$ cat src/rtl/pulse_generator_pkg.sv
// Shared defaults and sizing helper for the pulse_generator timebase.
package pulse_generator_pkg;

  localparam int DEF_WIDTH   = 4;
  localparam int DEF_DIVISOR = 4;

  // Smallest counter width able to hold Divisor distinct states (never below 1).
  function automatic int clog2_min(input int divisor);
    int w;
    w = 1;
    for (int i = 1; i < 32; i++) begin
      if ((1 << w) < divisor) w = i + 1;
    end
    return w;
  endfunction

endpackage

$ cat src/rtl/pulse_generator_mod_counter.sv
// Modulo-N up-counter with synchronous active-low reset, count enable and a
// combinational terminal-count flag (high while the count sits at Modulus-1).
module pulse_generator_mod_counter #(
  parameter int Width   = 4,
  parameter int Modulus = 4
) (
  input  logic             clk,
  input  logic             i_rst_n,
  input  logic             i_enable,
  output logic             o_terminal
);

  localparam logic [Width-1:0] LAST = Width'(Modulus - 1);

  logic [Width-1:0] r_count;
  logic             w_terminal;

  assign w_terminal = (r_count == LAST);
  assign o_terminal = w_terminal;

  // Advance on enabled edges, wrap to zero at the terminal count, hold otherwise.
  always_ff @(posedge clk) begin
    // NOTE: state flops use non-blocking assignments so every flop samples
    // pre-edge values; reset is synchronous, so it is just the first branch.
    if (!i_rst_n) begin
      r_count <= '0;
    end else if (i_enable) begin
      if (w_terminal) r_count <= '0;
      else            r_count <= r_count + 1'b1;
    end
  end

endmodule

$ cat src/rtl/pulse_generator.sv
// Enable-gated clock divider: one-cycle strobe on pulse_out every Divisor
// enabled clock edges. Synchronous active-low reset on rst.
// Optional build macro PULSE_GENERATOR_ASSERT_EN compiles internal SVA checks.
module pulse_generator
  import pulse_generator_pkg::*;
#(
  parameter int Width   = DEF_WIDTH,
  parameter int Divisor = DEF_DIVISOR
) (
  input  logic clk,
  input  logic rst,
  input  logic enable,
  output logic pulse_out
);

  // Reject divisors the counter cannot represent.
  if (Divisor < 1 || Width < clog2_min(Divisor)) begin : g_bad_divisor
    $error("pulse_generator: Divisor=%0d illegal for Width=%0d", Divisor, Width);
  end

  logic w_terminal;
  logic r_pulse;

  pulse_generator_mod_counter #(
    .Width   (Width),
    .Modulus (Divisor)
  ) u_counter (
    .clk        (clk),
    .i_rst_n    (rst),
    .i_enable   (enable),
    .o_terminal (w_terminal)
  );

  // Register terminal-count AND enable so the strobe is exactly one clean cycle.
  always_ff @(posedge clk) begin
    if (!rst) r_pulse <= 1'b0;
    else      r_pulse <= w_terminal & enable;
  end

  assign pulse_out = r_pulse;

`ifdef PULSE_GENERATOR_ASSERT_EN
  localparam logic [Width-1:0] LAST = Width'(Divisor - 1);

  a_cnt_range : assert property (@(posedge clk) disable iff (!rst)
    u_counter.r_count <= LAST);

  if (Divisor > 1) begin : g_no_back_to_back
    a_single_cycle : assert property (@(posedge clk) disable iff (!rst)
      pulse_out |=> !pulse_out);
  end

  a_pulse_cause : assert property (@(posedge clk) disable iff (!rst)
    enable && (u_counter.r_count == LAST) |=> pulse_out);

  a_pulse_origin : assert property (@(posedge clk) disable iff (!rst)
    !(enable && (u_counter.r_count == LAST)) |=> !pulse_out);

  a_hold_when_idle : assert property (@(posedge clk) disable iff (!rst)
    !enable |=> $stable(u_counter.r_count));
`endif

endmodule

$ cat config.mk
export PLATFORM = sky130hd
export DESIGN_NAME = pulse_generator
export DESIGN_NICKNAME = d
export VERILOG_FILES = /design/src/rtl/pulse_generator_pkg.sv /design/src/rtl/pulse_generator_mod_counter.sv /design/src/rtl/pulse_generator.sv
export SDC_FILE = /design/constraint.sdc
export NUM_CORES = 1
export LEC_CHECK = 0
export CAP_MARGIN = 10
export CORE_AREA = 3 3 40 42
export DETAILED_ROUTE_END_ITERATION = 10
export DIE_AREA = 0 0 43 45
export SYNTH_ARGS = -nofsm -noshare
export SYNTH_HDL_FRONTEND = slang
export SYNTH_SLANG_ARGS = --single-unit
$ cat constraint.sdc
create_clock -name clk -period 1.3 [get_ports clk]
set_clock_uncertainty 0.2 [all_clocks]
set_input_delay 0.13 -clock clk [delete_from_list [all_inputs] [get_ports clk]]
set_output_delay 0.13 -clock clk [all_outputs]
set_load 0.005 [all_outputs]
==> results of run 1 <==
[metrics by stage]
stage,setup slack [ns],TNS (ns)
4_1_cts,0.04543,0
3_5_place_dp,-0.1350,-0.3236
2_1_floorplan,0.07618,0
6_report,0.06451,0
3_3_place_gp,-0.09771,-0.2311
5_1_grt,0.02677,0
[critical path: cells and delay by family, from the launching register on]
family | cells | cell delay, ns
and+or+nand+nor | 1 | 0.09
adders and majority gates | 1 | 0.20
DFF | 1 | 0.33
AOI/OAI and AO/OA | 1 | 0.30
[cells by family after synthesis]
| group | after synthesis | synth area share [%] |
|---|---|---|
| and+or+nand+nor | 7 | 24.00 |
| DFF | 5 | 45.72 |
| AOI/OAI and AO/OA | 3 | 11.43 |
| muxes | 2 | 9.143 |
| xor gates and xnor gates | 1 | 4.001 |
| adders and majority gates | 1 | 5.713 |
[final cells by class]
type	count	area (µm²)
timing repair buffer	6	51.30
clock buffer	4	26.28
multi-input combinational	14	121.4
sequential	5	101.3
fill	139	965.9
tap	15	18.77
[flip-flops by register name, indices dropped and copies added, names as in the netlist]
register,flops
u_counter.r_count,4
pulse_out,1
[per-layer routing]
metal	share of wire, %	global-route usage (%)	wire, µm
met1	45	5.797	189
met2	42	8.084	176
met3	8.9	4.781	37
met4	2.9	5.422	12
met5	0	0	0
[where the power goes]
part | total [µW] | internal, µW | switching, µW
Sequential | 165 | 161 | 4.25
Combinational | 40.3 | 24.8 | 15.5
Clock | 184 | 116 | 67.3
Total | 389 | 302 | 87.1
[cell usage after synthesis (all sizes together)]
cell type and count:
o21a 1, ha 1, nand2b 1, nand4 1, and4b 1, mux2i 2, nand2 2, dfxtp 5
a21boi 1, nor4b 1, nor2b 1, o311a 1, xor2 1
[worst max path at each step]
stage,from,end,slack (ns),depth (start not counted)
final,u_counter.r_count[0],u_counter.r_count[0],0.06,3
after floorplan,u_counter.r_count[0],u_counter.r_count[2],0.08,3
after global placement,enable,u_counter.r_count[0],-0.1,3
after global routing,u_counter.r_count[0],u_counter.r_count[0],0.03,3
after detailed placement,enable,u_counter.r_count[0],-0.14,3
after CTS,u_counter.r_count[1],u_counter.r_count[0],0.05,3
[layout by cell type (no fill, tap or decap)]
| cell | Yosys | final |
|---|---|---|
| nor2b_1 | 1 | 1 |
| buf_4 | 0 | 3 |
| dlygate4sd2_1 | 0 | 1 |
| o311a_1 | 1 | 1 |
| dfxtp_2 | 0 | 1 |
| nand2b_1 | 1 | 1 |
| mux2i_1 | 2 | 2 |
| o21a_1 | 1 | 1 |
| and4b_2 | 1 | 1 |
| clkbuf_4 | 0 | 3 |
| a21boi_0 | 1 | 1 |
| nand4_1 | 1 | 1 |
| dfxtp_1 | 5 | 4 |
| nand2_1 | 2 | 2 |
| nor4b_2 | 1 | 1 |
| clkdlybuf4s50_1 | 0 | 2 |
| clkbuf_1 | 0 | 1 |
| xor2_1 | 1 | 1 |
| ha_2 | 0 | 1 |
==> flow_metrics.py, run 1 <==
metrics = {
    "clocking": {
        "root_buffer": "clkbuf_4",
        "numClockSinks": 5,
        "cts.repair.resized": 1,
        "path_clk_slew_ns": 0.05,
        "hold_buffers": 0,
        "cts_tree": "yes",
        "htreeDepth": 1,
        "numCtsBuffers": 3,
        "postCtsSetupBuffers": 0,
        "clock_latency_ns": 0.25,
        "clk_path_buf_depth": 2,
    },
    "timing": {
        "rsz0062_at_grt": "false",
        "final-hold-violation-count": 0,
        "drv_slew": 0,
        "slew_headroom_pct": 85.57,
        "post-route-min-period_ns": 1.235,
        "whs_ns": 0.3134,
        "finalCritPeriodShare_pct": 95.04,
        "final-setup-viol-count": 0,
        "max_freq_mhz": 809.4,
        "max_slew.worst_pin.slew_ns": 0.2157,
    },
    "floorplan": {
        "die_x_um": 43,
        "ioPinCount": 4,
        "core_area_um2": 1285,
        "start_util_pct": 17.04,
        "rows": 13,
        "fp.dieH_um": 45,
        "die-area_um2": 1935,
    },
    "run": {
        "maxCapViolations": 0,
    },
    "global_route": {
        "globalRoute.totalOverflow": 0,
        "grt_pass1_vias": 193,
        "grt_max_degree": 7,
        "track_usage_pct": 6.000,
        "antenna_found_initial": 0,
        "grt_pass1_wl_um": 772,
    },
    "route": {
        "num_vias": 188,
        "wl_per_cell_um": 9.455,
        "antenna_left": 0,
        "drt-pass1-iter-count": 2,
        "first_iter_violations": 2,
        "drc_errors": 0,
        "routed_wl_um": 416,
        "routed_via_density": 4.273,
    },
    "logic_synthesis": {
        "ys_seq_area_share_pct": 45.71,
        "syn-num-nets": 23,
        "synthTopCellsByArea": "dfxtp_1, mux2i_1, nor4b_2",
        "syn_inst": 19,
        "ys_warn_count": 0,
        "synthDistinctLibCells": 13,
        "synth_top_area_cell": "dfxtp_1",
        "netlist.area_leader.share_pct": 45.71,
        "syn_area_um2": 219.0,
        "synth_area_per_cell_um2": 11.52,
        "ys_ff_latch": 5,
    },
    "final_layout": {
        "layout-drive-gt1-share_pct": 34.48,
        "fin_util_pct": 24.83,
        "final_cells": 44,
        "n_antenna_cell": 0,
        "area_delta_synth_final_pct": 45.71,
        "nets": 34,
        "design_area_um2": 319.1,
    },
    "setup_path": {
        "worst-path-max-fanout": 3,
        "critPathKind": "reg -> reg",
        "cp-end-kind": "register",
        "reg2reg_slack_ns": 0.06,
        "required_ns": 1.22,
        "path_cells": "ha_2 > nand2_1 > o311a_1",
        "cp-start-kind": "register",
        "reg2reg_to": "u_counter.r_count[0]",
        "reg2reg_from": "u_counter.r_count[0]",
        "arrival_ns": 1.16,
        "rr_worst_depth": 3,
        "slowest_stage": "dfxtp_1",
        "critical_path.max_stage_delay_ns": 0.33,
    },
    "place": {
        "gp_congestion": 0.6071,
        "dpl.cell_count": 40,
        "dpl_cell_area_um2": 290.3,
        "portBuffers": 3,
    },
    "power_and_ir_drop": {
        "power.leakage_uw": 0.0001364,
        "peakVddDrop_v": 0.0004349,
        "power.total_uw": 389.3,
        "power.density_nw_per_um2": 1220,
    },
    "run_status": {
        "outcome": "finished clean",
    },
    "min_path": {
        "hp-class": "reg -> reg",
        "min_to": "pulse_out",
        "hold_depth": 1,
        "hp-start": "u_counter.r_count[2]",
    },
}
No activity file was read; power rests on OpenSTA's default activity.
==> run 2, diff against run 1 <==
--- a/config.mk
+++ b/config.mk
@@ -6,9 +6,9 @@
 export NUM_CORES = 1
 export LEC_CHECK = 0
 export CAP_MARGIN = 10
-export CORE_AREA = 3 3 40 42
+export CORE_AREA = 2 2 39 41
 export DETAILED_ROUTE_END_ITERATION = 10
-export DIE_AREA = 0 0 43 45
+export DIE_AREA = 0 0 41 43
 export SYNTH_ARGS = -nofsm -noshare
 export SYNTH_HDL_FRONTEND = slang
 export SYNTH_SLANG_ARGS = --single-unit
==> constraint.sdc (replaced) <==
create_clock -name clk -period 1.4 [get_ports clk]
set_clock_uncertainty 0.2 [all_clocks]
set_input_delay 0.14 -clock clk [delete_from_list [all_inputs] [get_ports clk]]
set_output_delay 0.14 -clock clk [all_outputs]
set_load 0.005 [all_outputs]
==> run 2 against run 1 <==
Largest power group unchanged. Sequential power fell by 7%. Clock-buffer cell count did not move. Critical path depth did not move. First-iteration DRC count fell by 100%. Setup slack improved by 0.066 ns. Core utilization fell by 2.8 points.
==> flow_metrics.py, run 2 (same netlist as run 1, synthesis figures left out) <==
metrics = {
    "run_status": {
        "outcome": "finished clean",
    },
    "power_and_ir_drop": {
        "p_clk_share_pct": 47.0,
        "switching_power_uw": 71.77,
        "p_seq_share_pct": 44.6,
        "sw_frac_of_total_pct": 20.74,
        "internal_power_uw": 274.3,
        "peakVddDrop_v": 0.0004748,
        "combPwrFrac_pct": 8.3,
        "power.leakage_uw": 0.0001423,
        "power.density_nw_per_um2": 1134,
    },
    "setup_path": {
        "arrival_ns": 1.20,
        "critPathKind": "reg -> reg",
        "slowest_stage": "dfxtp_1",
        "cpLargestDelayFamily": "flip-flops",
        "path_cells": "ha_1 > and4b_2 > o21a_1",
        "path_buf_inv": 0,
        "critical_path.max_stage_delay_ns": 0.33,
        "required_ns": 1.33,
        "worst-path-max-fanout": 3,
        "cp-start-kind": "register",
        "cp-end-kind": "register",
    },
    "run": {
        "maxCapViolations": 0,
    },
    "final_layout": {
        "area_delta_synth_final_pct": 39.43,
        "n_antenna_cell": 0,
        "fillCellCount": 149,
        "fin_util_pct": 22.06,
        "layout_commonest_cell": "dfxtp_1",
        "multi_input_comb_area_um2": 118.9,
        "final_cells": 43,
        "layout-drive-gt1-share_pct": 22.22,
        "largest_reg_flops": 4,
        "regMostFlops": "u_counter.r_count",
        "area.sequential_um2": 100.1,
        "nets": 32,
        "layout_common_cells": "dfxtp_1, clkbuf_4, mux2i_1, nand2_1, clkdlybuf4s50_1",
    },
    "place": {
        "dp_hpwl_um": 271.5,
        "dpl.cell_count": 39,
        "gp_congestion": 0.6938,
        "portBuffers": 3,
    },
    "global_route": {
        "track_usage_pct": 5.528,
        "grt_pass1_vias": 163,
        "grt_max_degree": 7,
        "antenna_found_initial": 0,
        "grt_pass1_wl_um": 593,
        "globalRoute.totalOverflow": 0,
    },
    "clocking": {
        "path_clk_slew_ns": 0.04,
        "clk_path_buf_depth": 2,
        "htreeDepth": 1,
        "numCtsBuffers": 3,
        "numClockSinks": 5,
        "cts_tree": "yes",
        "root_buffer": "clkbuf_4",
        "postCtsSetupBuffers": 0,
        "clock_latency_ns": 0.24,
    },
    "timing": {
        "rsz0062_at_grt": "false",
        "whs_ns": 0.3037,
        "final-setup-viol-count": 0,
        "slew_headroom_pct": 87.30,
        "max_freq_mhz": 787.6,
        "post-route-min-period_ns": 1.270,
        "tns_ns": 0,
        "drv_slew": 0,
        "max_slew.worst_pin.slew_ns": 0.1898,
        "final-hold-violation-count": 0,
        "finalCritPeriodShare_pct": 90.69,
    },
    "route": {
        "drc_errors": 0,
        "routed_via_density": 4.023,
        "num_vias": 173,
        "first_iter_violations": 0,
        "wl_per_cell_um": 7.977,
        "drt-pass1-iter-count": 1,
        "antenna_left": 0,
        "routed_wl_um": 343,
    },
    "floorplan": {
        "fp.dieH_um": 43,
        "rows": 14,
        "die-area_um2": 1763,
        "core_area_um2": 1384,
        "start_util_pct": 15.82,
        "die_x_um": 41,
        "ioPinCount": 4,
    },
    "min_path": {
        "hp-class": "reg -> reg",
    },
}
==> run 2: changes by cell type in the layout (fill, tap and decap cells not counted), sizes merged <==
| cell | delta |
|---|---|
| buf | -2 |
| dlygate4sd2 | -1 |
| dlymetal6s2s | +1 |
==> run 2: power by group through the flow <==
stage               Clock [µW]  Combinational [µW]  Sequential (µW)
detailed placement           0                29.0              157
floorplan                    0                14.8              156
global route               185                32.9              155
global placement             0                28.3              157
CTS                        170                29.3              155
finish                     163                28.8              154
==> run 2: path summary, 6_finish.rpt <==
| path | startpoint | endpoint | slack [ns] | cells past startpoint |
|---|---|---|---|---|
| worst max-delay path | u_counter.r_count[0] | u_counter.r_count[2] | 0.13 | 3 |
| worst min-delay path | u_counter.r_count[3] | pulse_out | 0.30 | 1 |
| worst max register to register | u_counter.r_count[0] | u_counter.r_count[2] | 0.13 | 3 |
| worst min register to register | u_counter.r_count[3] | pulse_out | 0.30 | 1 |
==> run 2: area by class of cell <==
type	instances	share of cell area [%]
Tap cell	16	6.557
Clock buffer	4	8.607
Multi-Input combinational cell	14	38.93
Sequential cell	5	32.79
Timing Repair Buffer	4	13.11
==> run 2: routing by layer <==
layer / wire, µm / track usage (%) / up-vias
met2: 142 / 6.875 / 8
met5: 0 / 0 / -
met3: 46 / 7.853 / 0
li1: - / - / 86
met4: 0 / 0 / 0
met1: 154 / 5.806 / 79
==> run 2: timing repair <==
action | CTS | global route
gates resized for setup | 0 | 1
hold endpoints to repair | 0 | 0
setup endpoints to repair | 0 | 1
hold buffers | 0 | 0
==> run 2: stage by stage <==
stage | instance area [µm²] | total power (µW) | setup WS, ns
6_report | 305.3 | 346.1 | 0.1303
3_3_place_gp | 276.5 | 184.9 | 0.02181
4_1_cts | 302.8 | 353.8 | 0.02001
3_5_place_dp | 276.5 | 186.2 | 0.01541
5_1_grt | 305.3 | 372.9 | 0.06802
2_1_floorplan | 219.0 | 170.6 | 0.1762
